--- config.mk ---
export PLATFORM = sky130hd
export DESIGN_NAME = angle_servo_ctrl_flat
export DESIGN_NICKNAME = d
export VERILOG_FILES = /design/src/rtl/angle_servo_ctrl_if.sv /design/src/rtl/angle_servo_ctrl.sv /design/src/flat_wrapper.sv
export SDC_FILE = /design/constraint.sdc
export NUM_CORES = 1
export LEC_CHECK = 0
export CORE_ASPECT_RATIO = 1.1
export CORE_UTILIZATION = 56
export DETAILED_ROUTE_END_ITERATION = 7
export PLACE_DENSITY = 0.89
export SLEW_MARGIN = 5
export SYNTH_ARGS = -nofsm -noshare
export SYNTH_HDL_FRONTEND = slang
export SYNTH_SLANG_ARGS = --single-unit
--- constraint.sdc ---
create_clock -name clock -period 6.4 [get_ports clock]
set_input_delay 0.64 -clock clock [delete_from_list [all_inputs] [get_ports clock]]
set_output_delay 0.64 -clock clock [all_outputs]
set_load 0.02 [all_outputs]
--- src/rtl/angle_servo_ctrl_if.sv ---
// Bundle of the command, encoder and PWM handshake signals of the steering controller.
// The controller connects through the slave modport; the register side / bench drives the master side.
interface angle_servo_ctrl_if #(
    parameter int ANGLE_W = 12,
    parameter int PWM_W   = 8
);
    logic [ANGLE_W-1:0] target_angle;
    logic               angle_update;
    logic               abort;
    logic [ANGLE_W-1:0] current_angle;
    logic               angle_valid;
    logic               angle_done;
    logic               busy;
    logic               timeout_err;
    logic               pwm_enable;
    logic [PWM_W-1:0]   pwm_ratio;
    logic               pwm_direction;
    logic               pwm_update;
    logic               pwm_done;

    modport slave (
        input  target_angle, angle_update, abort, current_angle, angle_valid, pwm_done,
        output angle_done, busy, timeout_err, pwm_enable, pwm_ratio, pwm_direction, pwm_update
    );

    modport master (
        output target_angle, angle_update, abort, current_angle, angle_valid, pwm_done,
        input  angle_done, busy, timeout_err, pwm_enable, pwm_ratio, pwm_direction, pwm_update
    );
endinterface

--- src/rtl/angle_servo_ctrl.sv ---
// Closed-loop steering controller: compares a latched target with encoder samples and
// issues ramp-limited, shortest-path PWM drive commands until the angle settles in the deadband.
module angle_servo_ctrl #(
    parameter int ANGLE_W   = 12,
    parameter int PWM_W     = 8,
    parameter int DEADBAND  = 4,
    parameter int SETTLE_N  = 3,
    parameter int KP_SHIFT  = 2,
    parameter int MIN_RATIO = 20,
    parameter int MAX_RATIO = 200,
    parameter int RAMP_STEP = 8,
    parameter int TIMEOUT_W = 24
) (
    input  logic              clock,
    input  logic              reset_n,
    angle_servo_ctrl_if.slave bus
);
    localparam int SETTLE_W = $clog2(SETTLE_N + 1);

    localparam logic [ANGLE_W-1:0]   HALF_A   = {1'b1, {(ANGLE_W-1){1'b0}}};
    localparam logic [ANGLE_W-1:0]   DB_A     = ANGLE_W'(DEADBAND);
    localparam logic [ANGLE_W-1:0]   MIN_A    = ANGLE_W'(MIN_RATIO);
    localparam logic [ANGLE_W-1:0]   MAX_A    = ANGLE_W'(MAX_RATIO);
    localparam logic [PWM_W-1:0]     MIN_R    = PWM_W'(MIN_RATIO);
    localparam logic [PWM_W-1:0]     MAX_R    = PWM_W'(MAX_RATIO);
    localparam logic [PWM_W:0]       STEP_R   = (PWM_W+1)'(RAMP_STEP);
    localparam logic [SETTLE_W-1:0]  SETTLE_T = SETTLE_W'(SETTLE_N);
    localparam logic [TIMEOUT_W-1:0] TO_MAX   = {TIMEOUT_W{1'b1}};

    typedef enum logic [2:0] {
        ST_IDLE     = 3'd0,
        ST_WAIT_S   = 3'd1,
        ST_CALC     = 3'd2,
        ST_REQ      = 3'd3,
        ST_WAIT_ACK = 3'd4
    } state_t;

    state_t               state_r;
    logic [ANGLE_W-1:0]   target_r;
    logic [ANGLE_W-1:0]   current_r;
    logic [PWM_W-1:0]     last_r;
    logic [SETTLE_W-1:0]  settle_r;
    logic [TIMEOUT_W-1:0] timeout_r;
    logic                 angle_done_r;
    logic                 busy_r;
    logic                 timeout_err_r;
    logic                 pwm_enable_r;
    logic [PWM_W-1:0]     pwm_ratio_r;
    logic                 pwm_direction_r;
    logic                 pwm_update_r;

    logic [ANGLE_W-1:0]   diff_s;
    logic [ANGLE_W-1:0]   mag_s;
    logic                 dir_s;
    logic [ANGLE_W-1:0]   shifted_s;
    logic [PWM_W-1:0]     raw_s;
    logic [PWM_W-1:0]     last_eff_s;
    logic [PWM_W:0]       ramp_lim_s;
    logic [PWM_W-1:0]     drive_ratio_s;
    logic                 in_band_s;
    logic [SETTLE_W-1:0]  settle_inc_s;

    assign bus.angle_done    = angle_done_r;
    assign bus.busy          = busy_r;
    assign bus.timeout_err   = timeout_err_r;
    assign bus.pwm_enable    = pwm_enable_r;
    assign bus.pwm_ratio     = pwm_ratio_r;
    assign bus.pwm_direction = pwm_direction_r;
    assign bus.pwm_update    = pwm_update_r;

    // Shortest-path error, proportional ratio with clamp, and ramp limit on increases.
    always_comb begin
        diff_s = target_r - current_r;
        // Exactly half a circle resolves to the CW direction.
        if (diff_s <= HALF_A) begin
            dir_s = 1'b1;
            mag_s = diff_s;
        end else begin
            dir_s = 1'b0;
            mag_s = {ANGLE_W{1'b0}} - diff_s;
        end
        shifted_s = mag_s >> KP_SHIFT;
        if (shifted_s > MAX_A) begin
            raw_s = MAX_R;
        end else if (shifted_s < MIN_A) begin
            raw_s = MIN_R;
        end else begin
            raw_s = shifted_s[PWM_W-1:0];
        end
        // A reversal restarts the ramp from zero so the motor is never slammed backwards.
        if (dir_s != pwm_direction_r) begin
            last_eff_s = {PWM_W{1'b0}};
        end else begin
            last_eff_s = last_r;
        end
        ramp_lim_s = {1'b0, last_eff_s} + STEP_R;
        if ({1'b0, raw_s} > ramp_lim_s) begin
            drive_ratio_s = ramp_lim_s[PWM_W-1:0];
        end else begin
            drive_ratio_s = raw_s;
        end
        in_band_s    = (mag_s <= DB_A);
        settle_inc_s = settle_r + SETTLE_W'(1);
    end

    // Control FSM with registered outputs; abort and timeout override everything else.
    always_ff @(posedge clock or negedge reset_n) begin
        if (!reset_n) begin
            state_r         <= ST_IDLE;
            target_r        <= {ANGLE_W{1'b0}};
            current_r       <= {ANGLE_W{1'b0}};
            last_r          <= {PWM_W{1'b0}};
            settle_r        <= {SETTLE_W{1'b0}};
            timeout_r       <= {TIMEOUT_W{1'b0}};
            angle_done_r    <= 1'b0;
            busy_r          <= 1'b0;
            timeout_err_r   <= 1'b0;
            pwm_enable_r    <= 1'b0;
            pwm_ratio_r     <= {PWM_W{1'b0}};
            pwm_direction_r <= 1'b0;
            pwm_update_r    <= 1'b0;
        end else begin
            angle_done_r <= 1'b0;
            if (bus.abort || (busy_r && (timeout_r == TO_MAX))) begin
                // Abort and timeout share the stop path; an outstanding pwm_done is dropped.
                state_r      <= ST_IDLE;
                busy_r       <= 1'b0;
                pwm_enable_r <= 1'b0;
                pwm_ratio_r  <= {PWM_W{1'b0}};
                pwm_update_r <= 1'b0;
                last_r       <= {PWM_W{1'b0}};
                settle_r     <= {SETTLE_W{1'b0}};
                timeout_r    <= {TIMEOUT_W{1'b0}};
                if (!bus.abort) begin
                    timeout_err_r <= 1'b1;
                end
            end else begin
                if (busy_r) begin
                    timeout_r <= timeout_r + TIMEOUT_W'(1);
                end
                case (state_r)
                    ST_IDLE: begin
                        if (bus.angle_update) begin
                            target_r      <= bus.target_angle;
                            busy_r        <= 1'b1;
                            timeout_err_r <= 1'b0;
                            settle_r      <= {SETTLE_W{1'b0}};
                            timeout_r     <= {TIMEOUT_W{1'b0}};
                            state_r       <= ST_WAIT_S;
                        end
                    end
                    ST_WAIT_S: begin
                        if (bus.angle_valid) begin
                            current_r <= bus.current_angle;
                            state_r   <= ST_CALC;
                        end
                    end
                    ST_CALC: begin
                        if (in_band_s) begin
                            if (settle_inc_s >= SETTLE_T) begin
                                settle_r     <= {SETTLE_W{1'b0}};
                                pwm_enable_r <= 1'b0;
                                pwm_ratio_r  <= {PWM_W{1'b0}};
                                last_r       <= {PWM_W{1'b0}};
                                angle_done_r <= 1'b1;
                                busy_r       <= 1'b0;
                                state_r      <= ST_IDLE;
                            end else begin
                                settle_r     <= settle_inc_s;
                                pwm_ratio_r  <= {PWM_W{1'b0}};
                                pwm_enable_r <= 1'b1;
                                pwm_update_r <= 1'b1;
                                state_r      <= ST_REQ;
                            end
                        end else begin
                            settle_r        <= {SETTLE_W{1'b0}};
                            pwm_ratio_r     <= drive_ratio_s;
                            pwm_direction_r <= dir_s;
                            pwm_enable_r    <= 1'b1;
                            pwm_update_r    <= 1'b1;
                            state_r         <= ST_REQ;
                        end
                    end
                    ST_REQ: begin
                        pwm_update_r <= 1'b0;
                        if (bus.pwm_done) begin
                            last_r  <= pwm_ratio_r;
                            state_r <= ST_WAIT_S;
                        end else begin
                            state_r <= ST_WAIT_ACK;
                        end
                    end
                    ST_WAIT_ACK: begin
                        if (bus.pwm_done) begin
                            last_r  <= pwm_ratio_r;
                            state_r <= ST_WAIT_S;
                        end
                    end
                    default: begin
                        state_r <= ST_IDLE;
                    end
                endcase
                // A new request while busy retargets without disturbing the handshake.
                if (bus.angle_update && busy_r) begin
                    target_r  <= bus.target_angle;
                    settle_r  <= {SETTLE_W{1'b0}};
                    timeout_r <= {TIMEOUT_W{1'b0}};
                end
            end
        end
    end
endmodule

--- src/flat_wrapper.sv ---
// flat-port wrapper written by rule: the top's interface ports become plain ports
module angle_servo_ctrl_flat 
#(
    parameter int ANGLE_W   = 12,
    parameter int PWM_W     = 8,
    parameter int DEADBAND  = 4,
    parameter int SETTLE_N  = 3,
    parameter int KP_SHIFT  = 2,
    parameter int MIN_RATIO = 20,
    parameter int MAX_RATIO = 200,
    parameter int RAMP_STEP = 8,
    parameter int TIMEOUT_W = 24
)
  (clock, reset_n, bus_target_angle, bus_angle_update, bus_abort, bus_current_angle, bus_angle_valid, bus_pwm_done, bus_angle_done, bus_busy, bus_timeout_err, bus_pwm_enable, bus_pwm_ratio, bus_pwm_direction, bus_pwm_update);
  angle_servo_ctrl_if #(.ANGLE_W(ANGLE_W), .PWM_W(PWM_W)) bus_i ();
  input  logic clock;
  input  logic reset_n;
  input wire logic [$bits(bus_i.target_angle)-1:0] bus_target_angle;
  input wire logic [$bits(bus_i.angle_update)-1:0] bus_angle_update;
  input wire logic [$bits(bus_i.abort)-1:0] bus_abort;
  input wire logic [$bits(bus_i.current_angle)-1:0] bus_current_angle;
  input wire logic [$bits(bus_i.angle_valid)-1:0] bus_angle_valid;
  input wire logic [$bits(bus_i.pwm_done)-1:0] bus_pwm_done;
  output wire logic [$bits(bus_i.angle_done)-1:0] bus_angle_done;
  output wire logic [$bits(bus_i.busy)-1:0] bus_busy;
  output wire logic [$bits(bus_i.timeout_err)-1:0] bus_timeout_err;
  output wire logic [$bits(bus_i.pwm_enable)-1:0] bus_pwm_enable;
  output wire logic [$bits(bus_i.pwm_ratio)-1:0] bus_pwm_ratio;
  output wire logic [$bits(bus_i.pwm_direction)-1:0] bus_pwm_direction;
  output wire logic [$bits(bus_i.pwm_update)-1:0] bus_pwm_update;
  assign bus_i.target_angle = bus_target_angle;
  assign bus_i.angle_update = bus_angle_update;
  assign bus_i.abort = bus_abort;
  assign bus_i.current_angle = bus_current_angle;
  assign bus_i.angle_valid = bus_angle_valid;
  assign bus_i.pwm_done = bus_pwm_done;
  assign bus_angle_done = bus_i.angle_done;
  assign bus_busy = bus_i.busy;
  assign bus_timeout_err = bus_i.timeout_err;
  assign bus_pwm_enable = bus_i.pwm_enable;
  assign bus_pwm_ratio = bus_i.pwm_ratio;
  assign bus_pwm_direction = bus_i.pwm_direction;
  assign bus_pwm_update = bus_i.pwm_update;
  angle_servo_ctrl #(.ANGLE_W(ANGLE_W), .PWM_W(PWM_W), .DEADBAND(DEADBAND), .SETTLE_N(SETTLE_N), .KP_SHIFT(KP_SHIFT), .MIN_RATIO(MIN_RATIO), .MAX_RATIO(MAX_RATIO), .RAMP_STEP(RAMP_STEP), .TIMEOUT_W(TIMEOUT_W)) u_core (.clock(clock), .reset_n(reset_n), .bus(bus_i));
endmodule
Yosys cells after proc, flatten, opt, wreduce, memory -nomap -nowiden. Cells that the tools add are included.

Logic and storage cells: 121. Register bits after elaboration: 75.

Order comparisons: 6. Bitwise gates (word level): 2. Equal/unequal tests: 15. Mux-type cells: 57. Reductions and logical operators: 23. Add/subtract/negate cells: 5.

Operators by type and width (count): $mux W24 (5); $mux W8 (11); $mux W12 (4); $add A24 B1 Y24 const B (1); $eq A24 B24 Y1 const B (1); $mux W1 (20); $pmux W8 S2 (1); $mux W3 (5); $pmux W3 S5 (1); $reduce_and A3 Y1 (5); $mux W2 (7); $le A12 B12 Y1 const B (1); $le A12 B3 Y1 const B (1); $sub A1 B12 Y12 const A (1); $sub A12 B12 Y12 (1); $gt A10 B8 Y1 const B (1); $lt A10 B5 Y1 const B (1); $reduce_bool A2 Y1 (5); $add A8 B4 Y9 const B (1); $gt A8 B9 Y1 (1); $ne A3 B1 Y1 const B (3); $ne A3 B2 Y1 const B (3); $reduce_bool A3 Y1 (3); $reduce_and A4 Y1 (2); 18 further kinds (23).

Longest topological paths before layout. Gate-level depths: netlist (run 1).

Word-level depth: 11. Gate-level depth with buffers: 27. Mapped depth without buffers: 26.

Least setup slack after synthesis (run 1). OpenSTA, ideal clock, no wires.

Path type: reg2reg. Start point: reg u_core.target_r[0]. End point: reg u_core.pwm_ratio_r[7], in the netlist u_core.bus.pwm_ratio[7]. Cell stages (with the launch flop): 27. Slack: 1.517 ns. Setup time: 0.122 ns. Arrival time: 4.762 ns. Period minus slack after synthesis: 4.883 ns. Buffers on the path: 1. Required time: 6.278 ns. Cells stage by stage: dfrtp_1 inv_1 ha_1 inv_1 fa_1 a211oi_2 o31ai_4 xnor2_1 o2111ai_1 nor4_4 a21oi_2 xor2_1 buf_6 and2_1 ha_1 inv_1 ha_1 nand4_1 nor2_1 nor2_1 a21boi_0 o21ai_0 nand2b_1 a21oi_1 a311oi_2 nand2_1 a32o_1.

Longest elaborated chain between the ends: 11. Elaborated cells between the ends (all ways): 18. Classes of those cells: 3 x add/sub; 5 x order compare; 1 x eq/ne; 9 x mux.

Ends and longest elaborated chain: from (decl) (line angle_servo_ctrl.sv:39) `logic [ANGLE_W-1:0] target_r;`; from (signal assigned) (line angle_servo_ctrl.sv:110) `target_r <= {ANGLE_W{1'b0}};`; from (signal assigned) (line angle_servo_ctrl.sv:144) `target_r <= bus.target_angle;`; from (signal assigned) (line angle_servo_ctrl.sv:205) `target_r <= bus.target_angle;`; $sub A12 B12 Y12 (*) (line angle_servo_ctrl.sv:73) `diff_s = target_r - current_r;`; $sub A1 B12 Y12 / $le A12 B12 Y1 (equally long branches) (line angle_servo_ctrl.sv:80, angle_servo_ctrl.sv:75); $mux W12 / $mux W1 (equally long branches) (line angle_servo_ctrl.sv:75) `if (diff_s <= HALF_A) begin`; $lt A10 B5 Y1 / $ne A1 B1 Y1 (equally long branches) (line angle_servo_ctrl.sv:85, angle_servo_ctrl.sv:91); $mux W8, on equally long branches (line angle_servo_ctrl.sv:85, angle_servo_ctrl.sv:91); $mux W8 / $add A8 B4 Y9 (equally long branches) (line angle_servo_ctrl.sv:83, angle_servo_ctrl.sv:96); $gt A8 B9 Y1 (line angle_servo_ctrl.sv:97) `if ({1'b0, raw_s} > ramp_lim_s) begin`; $mux W8 (line angle_servo_ctrl.sv:97); $mux W8 (*) (line angle_servo_ctrl.sv:159) `if (in_band_s) begin`; $mux W8 (*) (line angle_servo_ctrl.sv:141) `case (state_r)`; $mux W8 (*) (line angle_servo_ctrl.sv:124) `if (bus.abort || (busy_r && (timeout_r == TO_MAX))) begin`; to (signal assigned) (line angle_servo_ctrl.sv:129) `pwm_ratio_r <= {PWM_W{1'b0}};`; to (signal assigned) (line angle_servo_ctrl.sv:163) `pwm_ratio_r <= {PWM_W{1'b0}};`; to (signal assigned) (line angle_servo_ctrl.sv:170) `pwm_ratio_r <= {PWM_W{1'b0}};`; to (decl) (line angle_servo_ctrl.sv:48) `logic [PWM_W-1:0] pwm_ratio_r;`.

Every way passes the cells marked *; elsewhere a longest branch is shown, timed or not. The select of a mux whose other input is x is not followed. A chain may end at the register's enable or synchronous reset.

Worst setup path after layout (run 1). Same ends and word-level chain as after synthesis.

==> impl_results.md, run 1 <==
* Status: completed
* Power, Total at 2.58 mW
* Vias per inst at 5.93
* P_leak at 2.31 nW
* Max VDD drop at 0.000277 V
* # Max-Cap Violations at 0
* Gate Count Post-Synth at 516
* Data arrival, critical path at just over 6 ns
* RSZ-0062 raised after global routing: false
* Io pins at 44
* Clk sink count at 75
* Minimum clock period at 5.92 ns
* CP max-delay cell: xor2_1
* PostCTS Resize Cnt at 0
* Initial core utilization at 0.581
* Fillers at around 670
* Net Count, Synth at roughly 570
* DIE HEIGHT at 100 um
* Worst clock skew at just under 0.009 ns
* Avg WL per Cell at ~16 um
* Global-route wire length before repair at 18500 um
* Crit-path max cell delay at 0.64 ns
* Ranking of synthesized cells by area: dfrtp_1 38%, ha_1 5.4%, mux2_2 5.3%
* Core ar. at 8410 um2
* Power Density at 462 nW/um2
* Routed vias at 3977
* Most common cell after layout, fill and taps aside: dfrtp_1
* Final GP Congestion at 0.893
* Reg2Reg Launch Point: u_core.target_r[0]
* CP Class: reg2reg
* Register area share after synthesis at 0.384
* H-tree depth at 3
* Seq. cell area at 1880 um2
* Top FF cell, synth: dfrtp_1
* Clock transition at the registers of the reported paths at 0.08 ns
* Buffers on Ports at between 40 and 50
* Post-CTS Setup Inserts at 0
* Clk_lat worst skew at 0.36 ns
* Detailed Place HPWL at approximately 7700 um
* Post-synth top area share at 0.384
* HP Class: in2async
* # setup viols final at 0
* ANT nets after route at 0
* PnR worst setup slack at between 0.4 and 0.5 ns
* TritonCTS Buffers at 9
* Fin crit share at 0.925
* Row count at 35
* Crit start category: flip-flop
* Asr flop ratio synth at 1.00
* Mapped cell area at 4880 um2
* Most frequent cells in the layout: 75 x dfrtp_1, 63 x nor2_1, 43 x nand2_1
* Slew HR at 0.211
* Max clock buf depth at 2
* Share of cells above drive strength 1 at 0.107
* R2R Setup Slk at approximately 0.48 ns
* Number of remaining DRC errors at 0
* Post-synth EDFFs at 0
* CTS tree: built
* Synthesized flop and latch total at 75
* R2R cell count at 26
* Hold_buf cts at 0
* Vias in the first global route at 3921
* Area leader, netlist: dfrtp_1
* Nets at 607
* Syn Area/Cell at 9.47 um2
* DR iter-0 viols at 260
* R2R Path End: u_core.bus.pwm_ratio[7]
* Pre-CTS WS at about 0.63 ns
* Multi-input gate area at 2840 um2
* Initial antenna violation count at 0
* Drt pass-1 iters at 5
* Clk root buf: clkbuf_8
* Area growth syn-to-layout at 14.2%
* Most used cell, CP: inv_1
* Post-route setup TNS at 0 ns
* Synthesis Warnings at 0
* Largest net degree at the start of global routing at 76
* Routed Wire Length at between 10000 and 15000 um
* Final Slew Violations at 0
* Total GRT Usage at 0.252
* Chip width at between 90 and 100 um
* CP required at 6.64 ns
* Worst-margin pin slew at 1.18 ns
* Final hold viol count at 0
* Ant diodes at 0
* Crit path capture type: flip-flop
* CP Max Fanout at 11
* Synth cell types at 76
* Achievable clock frequency at 0.169 GHz
* Grt ovf at 0
* Die area at 9100 um2
-- cell type report --
type / count / share of cell area
well taps: 111 / 0.0249
clock inverters: 6 / 0.0117
clock buffers: 10 / 0.0229
flip-flops and latches: 75 / 0.337
inverters: 26 / 0.0175
multi-input cells: 399 / 0.508
repair buffers: 44 / 0.0781
-- how the worst max path moves through the flow --
stage	startpoint	to	slack, ns
detailed placement	u_core.target_r[0]	u_core.bus.pwm_ratio[7]	0.63
CTS	u_core.target_r[0]	u_core.bus.pwm_ratio[7]	0.55
finish	u_core.target_r[0]	u_core.bus.pwm_ratio[7]	0.48
global placement	u_core.target_r[0]	u_core.bus.pwm_ratio[7]	0.90
floorplan	u_core.target_r[0]	u_core.bus.pwm_ratio[7]	1.52
global route	u_core.target_r[0]	u_core.bus.pwm_ratio[7]	0.09
-- critical path, delay by kind of cell, from the launching register on --
| kind | cells | cell delay [ns] |
|---|---|---|
| buffers and inverters | 4 | 0.32 |
| adder cells (fa/ha/maj) | 4 | 1.05 |
| AO/OA/AOI/OAI | 9 | 2.07 |
| AND/OR/NAND/NOR | 7 | 0.84 |
| XOR/XNOR | 2 | 1.16 |
| flip-flops | 1 | 0.36 |
-- logic make-up (layout without fill, tap and decap cells) --
| family | after synthesis | count (layout) | share of synthesized area |
|---|---|---|---|
| xor gates and xnor gates | 42 | 42 | 0.0753 |
| AOI/OAI and AO/OA | 119 | 119 | 0.195 |
| DFF | 75 | 75 | 0.384 |
| and+or+nand+nor | 189 | 189 | 0.191 |
| muxes | 27 | 27 | 0.0612 |
| adders and majority gates | 22 | 22 | 0.0579 |
| buffers and inverters | 42 | 86 | 0.0353 |
-- metal layers --
metal	wire, um	part of all wire	track usage	vias to the layer above
li1	-	-	-	1939
met2	5330	0.50	0.425	102
met3	342	0.032	0.0333	20
met1	4800	0.45	0.325	1916
met5	0	0	0	-
met4	229	0.021	0.116	0
-- synth_stat cells, types with 4 or more instances --
| library cell | number |
|---|---|
| nor3_1 | 11 |
| nand4_1 | 10 |
| dfrtp_1 | 75 |
| and3_1 | 4 |
| xnor2_1 | 22 |
| nor2_1 | 63 |
| nand2b_1 | 9 |
| nand3_1 | 19 |
| o21ai_0 | 15 |
| a22o_1 | 10 |
| clkbuf_1 | 12 |
| mux2i_1 | 4 |
| a21oi_1 | 18 |
| ha_1 | 21 |
| nand2_1 | 43 |
| nor2b_1 | 6 |
| o211ai_1 | 9 |
| a21o_1 | 6 |
| inv_1 | 25 |
| mux2_2 | 23 |
| xor2_1 | 20 |
| and2_1 | 6 |
| o21ai_1 | 10 |
-- stage by stage --
step	std cells	hold WS, ns	utilization	area (um2)
floorplan	516	0.344	-	4880
global placement	655	0.467	0.640	5380
detailed placement	655	0.482	0.640	5380
CTS	671	0.449	0.663	5580
global route	671	0.495	0.663	5580
finish	671	0.407	0.663	5580
-- sequential cells by signal, summed over array words and instances, names as in the netlist --
name / cells
u_core.bus.pwm_update: 1
u_core.timeout_r: 24
u_core.bus.timeout_err: 1
u_core.settle_r: 2
u_core.bus.angle_done: 1
u_core.bus.busy: 1
u_core.current_r: 12
u_core.state_r: 3
u_core.last_r: 8
u_core.bus.pwm_enable: 1
u_core.target_r: 12
u_core.bus.pwm_ratio: 8
u_core.bus.pwm_direction: 1
-- report_power, final --
part | switching (mW) | internal (mW) | leakage [nW]
Combinational | 1.03 | 0.617 | 1.22
Sequential | 0.0364 | 0.526 | 0.991
Clock | 0.185 | 0.181 | 0.0966
Total | 1.25 | 1.32 | 2.31
Note: power is estimated with default switching activity, not from simulation.
==> run 2: changes to the inputs <==
- CORE_ASPECT_RATIO: 1.1 -> 0.75
==> run 2 against run 1 <==
Count of clock-buffer cells in the layout fell by 1. Combinational power barely moved. Via count rose by 3.7%. Highest routed layer unchanged. Sequential share of layout area fell by 0.63 points. Global-route usage rose by 1.9 points. Critical path depth rose by 1. Design area rose by 1.9%. Cell count fell by 0.30%. Sequential power barely moved.
==> impl_results.md, run 2 (same netlist as run 1, synthesis figures left out) <==
* Detailed Place HPWL at 8280 um (+8.1%)
* Final Slew Violations at 0 (unchanged)
* Clk_lat worst skew at 0.35 ns (about the same)
* Nets at 609 (+0.33%)
* Most used cell, CP: inv_1
* Most frequent cells in the layout: 75 x dfrtp_1, 63 x nor2_1, 43 x nand2_1
* CP max-delay cell: xnor2_1
* Final GP Congestion at 0.905 (+1.4%)
* Top cell family by delay on the critical path: compound AO/OA/AOI/OAI gates
* Minimum clock period at 5.87 ns (-0.0523 ns)
* Grt ovf at 0 (unchanged)
* # setup viols final at 0 (unchanged)
* Vias in the first global route at 4203 (+7.2%)
* Crit. Startpoint: u_core.target_r[0]
* Net Sw Power at 1.29 mW (+2.8%)
* Chip width at 110 um (+21%)
* Status: completed
* Post-route setup TNS at 0 ns (unchanged)
* R2R cell count at 27 (+3.8%)
* P_leak at 2.36 nW (+2.3%)
* CP Buf/Inv Count at 5 (+1)
* Clk sink count at 75 (unchanged)
* Initial core utilization at 0.578 (-0.00318)
* Hold_buf cts at 0 (unchanged)
* Largest net degree at the start of global routing at 76 (unchanged)
* CP Max Fanout at 8 (-3)
* Post-CTS Setup Inserts at 0 (unchanged)
* DIE HEIGHT at 82.9 um (-17%)
* Worst-margin pin slew at 1.12 ns (-0.0603 ns)
* Area growth syn-to-layout at 16.3%
* Row count at 29 (-17%)
* Critical path depth at 27 (+3.8%)
* CTS tree: built
* Initial antenna violation count at 0 (unchanged)
* Total GRT Usage at 0.271 (+0.0187)
* Sw frac at 0.470 (-0.0166)
* CP Class: reg2reg
* Clock share of power at 0.184 (+0.042)
* Ant diodes at 0 (unchanged)
* PostCTS Resize Cnt at 0 (unchanged)
* Fin crit share at 0.917 (-0.00818)
* Seq. cell area at 1880 um2 (unchanged)
* Max VDD drop at 0.000280 V (+1.2%)
* Worst setup endpoint: u_core.bus.pwm_ratio[7]
* Routed vias at 4123 (+3.7%)
* # Max-Cap Violations at 0 (unchanged)
* Most common cell after layout, fill and taps aside: dfrtp_1
* Clk root buf: clkbuf_16
* Routed Wire Length at 11400 um (+6.3%)
* Most flops, register: u_core.timeout_r
* Slew HR at 0.251 (+0.0404)
* Clock transition at the registers of the reported paths at 0.06 ns (-0.02 ns)
* Core ar. at 8450 um2 (+0.55%)
* Vias per inst at 6.16 (+4.0%)
* Max clock buf depth at 2 (unchanged)
* Crit start category: flip-flop
* Global-route wire length before repair at 19200 um (+3.7%)
* TritonCTS Buffers at 9 (unchanged)
* Multi-input gate area at 2840 um2 (unchanged)
* Final hold viol count at 0 (unchanged)
* DR iter-0 viols at 246 (-5.4%)
* HP Class: in2async
* RSZ-0062 raised after global routing: false
* Crit path capture type: flip-flop
* R2R Path End: u_core.bus.pwm_ratio[7]
* Gate power share at 0.611 (-0.029)
* Sequential Power Share at 0.205 (-0.013)
* Drt pass-1 iters at 8 (+3)
* Biggest regs: u_core.timeout_r (24), u_core.current_r (12), u_core.target_r (12)
* Data arrival, critical path at 6.09 ns (-0.07 ns)
* Die area at 9100 um2 (about the same)
* Power Density at 483 nW/um2 (+4.5%)
* Worst clock skew at 0.00930 ns (+0.000390 ns)
* Fillers at 642 (-4.5%)
* Buffers on Ports at 43 (unchanged)
* R2R Setup Slk at 0.53 ns (+0.05 ns)
* Number of remaining DRC errors at 0 (unchanged)
* Share of cells above drive strength 1 at 0.111 (+0.00337)
* Crit-path max cell delay at 0.52 ns (-0.12 ns)
* H-tree depth at 3 (unchanged)
* Reg2Reg Launch Point: u_core.target_r[0]
* Power, Total at 2.75 mW (+6.5%)
* Final Util at 0.672 (+0.00895)
* Io pins at 44 (unchanged)
* CP required at 6.63 ns (about the same)
* Power Internal at 1.45 mW (+9.9%)
* Max FFs per register at 24 (unchanged)
* ANT nets after route at 0 (unchanged)
* Avg WL per Cell at 17.0 um (+6.7%)
* Achievable clock frequency at 0.170 GHz (+0.89%)
[run 2: worst min path at each step]
stage / endpoint / depth (start not counted) / startpoint
2_1_floorplan: u_core.bus.angle_done / 0 / reset_n
3_3_place_gp: u_core.bus.timeout_err / 2 / u_core.bus.timeout_err
3_5_place_dp: u_core.bus.timeout_err / 2 / u_core.bus.timeout_err
4_1_cts: u_core.last_r[0] / 1 / u_core.last_r[0]
5_1_grt: u_core.current_r[0] / 1 / u_core.current_r[0]
6_report: u_core.target_r[10] / 2 / reset_n
[run 2: final cells by class]
| type | instances | area share |
|---|---|---|
| clock inverters | 6 | 0.0114 |
| repair buffers | 46 | 0.0788 |
| flip-flops and latches | 75 | 0.330 |
| inverters | 26 | 0.0172 |
| multi-input cells | 399 | 0.499 |
| well taps | 108 | 0.0238 |
| clock buffers | 9 | 0.0396 |
[run 2: power by group through the flow]
stage          clock, mW  sequential [mW]  combinational, mW
2_1_floorplan          0            0.568               1.27
3_3_place_gp           0            0.569               1.58
3_5_place_dp           0            0.573               1.62
4_1_cts            0.509            0.564               1.64
5_1_grt            0.532            0.571               1.84
6_report           0.505            0.564               1.68
[run 2: metal layers]
layer	vias up	GRT usage	routed length (um)
li1	1947	-	-
met1	2011	0.351	4970
met2	144	0.435	5600
met3	21	0.0620	639
met4	0	0.108	179
met5	-	0	0
[run 2: stage by stage]
stage	worst slack, ns	hold slack [ns]	instance area [um2]	instances
final	0.534	0.496	5680	669
after global routing	0.0656	0.521	5680	669
after CTS	0.691	0.497	5680	669
after detailed placement	0.735	0.477	5390	654
after global placement	0.937	0.481	5390	654
after floorplan	1.52	0.344	4880	516
==> run 3: changes to the inputs <==
- CAP_MARGIN: not set -> 25
==> run 3 against run 2 <==
Maximum frequency hardly changed. Global-route usage did not move. Critical path depth unchanged. Sequential share of layout area decreased by 0.20 points. Routed wire length increased by 0.19%. Critical path type unchanged. Critical endpoint unchanged. Largest power group unchanged. Highest routed layer unchanged.
==> impl_results.md, run 3 (same netlist as run 1, synthesis figures left out) <==
* Status: completed
* Net Sw Power at 1.30 mW (+0.38%)
* Max clock buf depth at 2 (unchanged)
* Power, Total at 2.75 mW (+0.27%)
* Power Density at 481 nW/um2 (-0.34%)
* Fin cells at 671 (+0.30%)
* ANT nets after route at 0 (unchanged)
* DIE HEIGHT at 82.9 um (unchanged)
* Vias in the first global route at 4203 (unchanged)
* CP Class: reg2reg
* Sequential Power Share at 0.205 (about the same)
* Slew HR at 0.508 (+0.257)
* Post-CTS Setup Inserts at 0 (unchanged)
* Clk sink count at 75 (unchanged)
* Vias per inst at 6.19 (+0.45%)
* PostCTS Resize Cnt at 0 (unchanged)
* Crit start category: flip-flop
* Detailed Place HPWL at 8280 um (unchanged)
* Crit path capture type: flip-flop
* Worst hold margin at 0.280 ns (-0.216 ns)
* Die area at 9100 um2 (unchanged)
* # setup viols final at 0 (unchanged)
* R2R Path End: u_core.bus.pwm_ratio[7]
* Reg2Reg Launch Point: u_core.target_r[0]
* Achievable clock frequency at 0.171 GHz (about the same)
* TritonCTS Buffers at 9 (unchanged)
* Data arrival, critical path at 6.09 ns (about the same)
* Routed vias at 4154 (+0.75%)
* Placed insts at 654 (unchanged)
* Share of cells above drive strength 1 at 0.114 (+0.00316)
* Max FFs per register at 24 (unchanged)
* Pre-CTS WS at 0.735 ns (unchanged)
* Post-route setup TNS at 0 ns (unchanged)
* Clock transition at the registers of the reported paths at 0.06 ns (about the same)
* Power Internal at 1.46 mW (+0.17%)
* Global-route wire length before repair at 19200 um (unchanged)
* R2R Setup Slk at 0.54 ns (about the same)
* Avg WL per Cell at 17.0 um (-0.11%)
* Finished Cell Area at 5720 um2 (+0.62%)
* Initial core utilization at 0.578 (unchanged)
* Final Util at 0.676 (+0.00414)
* Area growth syn-to-layout at 17.1%
* Drt pass-1 iters at 5 (-3)
* Chip width at 110 um (unchanged)
* Clock share of power at 0.183 (about the same)
* Dpl cell area at 5390 um2 (unchanged)
* Largest net degree at the start of global routing at 76 (unchanged)
* Core ar. at 8450 um2 (unchanged)
* Io pins at 44 (unchanged)
* Final GP Congestion at 0.905 (unchanged)
* Most flops, register: u_core.timeout_r
* Initial antenna violation count at 0 (unchanged)
* Clk root buf: clkbuf_16
* Ant diodes at 0 (unchanged)
* Buffers on Ports at 43 (unchanged)
* Worst clock skew at 0.00601 ns (-0.00329 ns)
* Sw frac at 0.471 (+0.000529)
* Minimum clock period at 5.86 ns (-0.00316 ns)
* H-tree depth at 3 (unchanged)
* PnR worst setup slack at 0.537 ns (+0.00316 ns)
* Worst-margin pin slew at 0.736 ns (-0.383 ns)
* Most frequent cells in the layout: 75 x dfrtp_1, 63 x nor2_1, 43 x nand2_1
* DR iter-0 viols at 236 (-4.1%)
* RSZ-0062 raised after global routing: false
* # Max-Cap Violations at 0 (unchanged)
* Routed Wire Length at 11400 um (+0.19%)
* Number of remaining DRC errors at 0 (unchanged)
* CTS tree: built
* Gate power share at 0.612 (about the same)
* P_leak at 2.38 nW (+0.76%)
* CP required at 6.63 ns (about the same)
* Max VDD drop at 0.000280 V (about the same)
* Final Slew Violations at 0 (unchanged)
* Biggest regs: u_core.timeout_r (24), u_core.current_r (12), u_core.target_r (12)
* R2R cell count at 27 (unchanged)
* HP Class: in2async
* Hold_buf cts at 0 (unchanged)
* Row count at 29 (unchanged)
* Final hold viol count at 0 (unchanged)
* Clk_lat worst skew at 0.34 ns (about the same)
* Fin crit share at 0.916 (about the same)
* Total GRT Usage at 0.271 (unchanged)
* Most common cell after layout, fill and taps aside: dfrtp_1
* CP Max Fanout at 8 (unchanged)
* Nets at 611 (+0.33%)
* Grt ovf at 0 (unchanged)
## run 3: cell types whose count changed in the layout (fill, tap and decap cells not counted)
cell and delta:
buf_16 +1, buf_4 +1
## run 3: final cells by class
cell class / count / area, um2
multi-input combinational: 399 / 2840
tap: 108 / 135
sequential: 75 / 1880
timing repair buffer: 48 / 483
inverter: 26 / 97.6
clock inverter: 6 / 65.1
clock buffer: 9 / 225
fill: 636 / 2740
## run 3: worst max path at each step
stage	startpoint	endpoint	slack [ns]	cells after the start
2_1_floorplan	u_core.target_r[0]	u_core.bus.pwm_ratio[7]	1.52	26
3_3_place_gp	u_core.target_r[0]	u_core.bus.pwm_ratio[7]	0.94	27
3_5_place_dp	u_core.target_r[0]	u_core.bus.pwm_ratio[7]	0.73	27
4_1_cts	u_core.target_r[0]	u_core.bus.pwm_ratio[7]	0.69	27
5_1_grt	u_core.target_r[0]	u_core.bus.pwm_ratio[7]	0.07	27
6_report	u_core.target_r[0]	u_core.bus.pwm_ratio[7]	0.54	27
## run 3: routing by layer
layer / global-route usage / wire length [um] / vias up
met1: 0.351 / 5020 / 2050
met4: 0.108 / 194 / 0
met2: 0.435 / 5610 / 133
li1: - / - / 1948
met5: 0 / 0 / -
met3: 0.0620 / 590 / 23
## run 3: worst max-delay path, stage by stage (launching register included)
cell and delay, ns:
dfrtp_1 0.37, inv_1 0.07, ha_1 0.15, inv_1 0.05
fa_1 0.45, a211oi_2 0.35, o31ai_4 0.16, xnor2_1 0.52
o2111ai_1 0.36, nor4_4 0.27, a21oi_2 0.13, xor2_1 0.40
buf_4 0.22, nand2_1 0.07, inv_1 0.09, ha_1 0.13
inv_1 0.05, ha_1 0.28, nand4_1 0.14, nor2_1 0.14
nor2_1 0.05, a21boi_0 0.18, o21ai_0 0.11, nand2b_1 0.08
a21oi_1 0.09, a311oi_2 0.43, nand2_1 0.12, a32o_1 0.27
## run 3: power groups by stage
stage / logic [mW] / registers, mW / clock network (mW)
3_3_place_gp: 1.58 / 0.569 / 0
2_1_floorplan: 1.27 / 0.568 / 0
5_1_grt: 1.84 / 0.571 / 0.532
6_report: 1.68 / 0.564 / 0.505
3_5_place_dp: 1.62 / 0.573 / 0
4_1_cts: 1.64 / 0.564 / 0.509
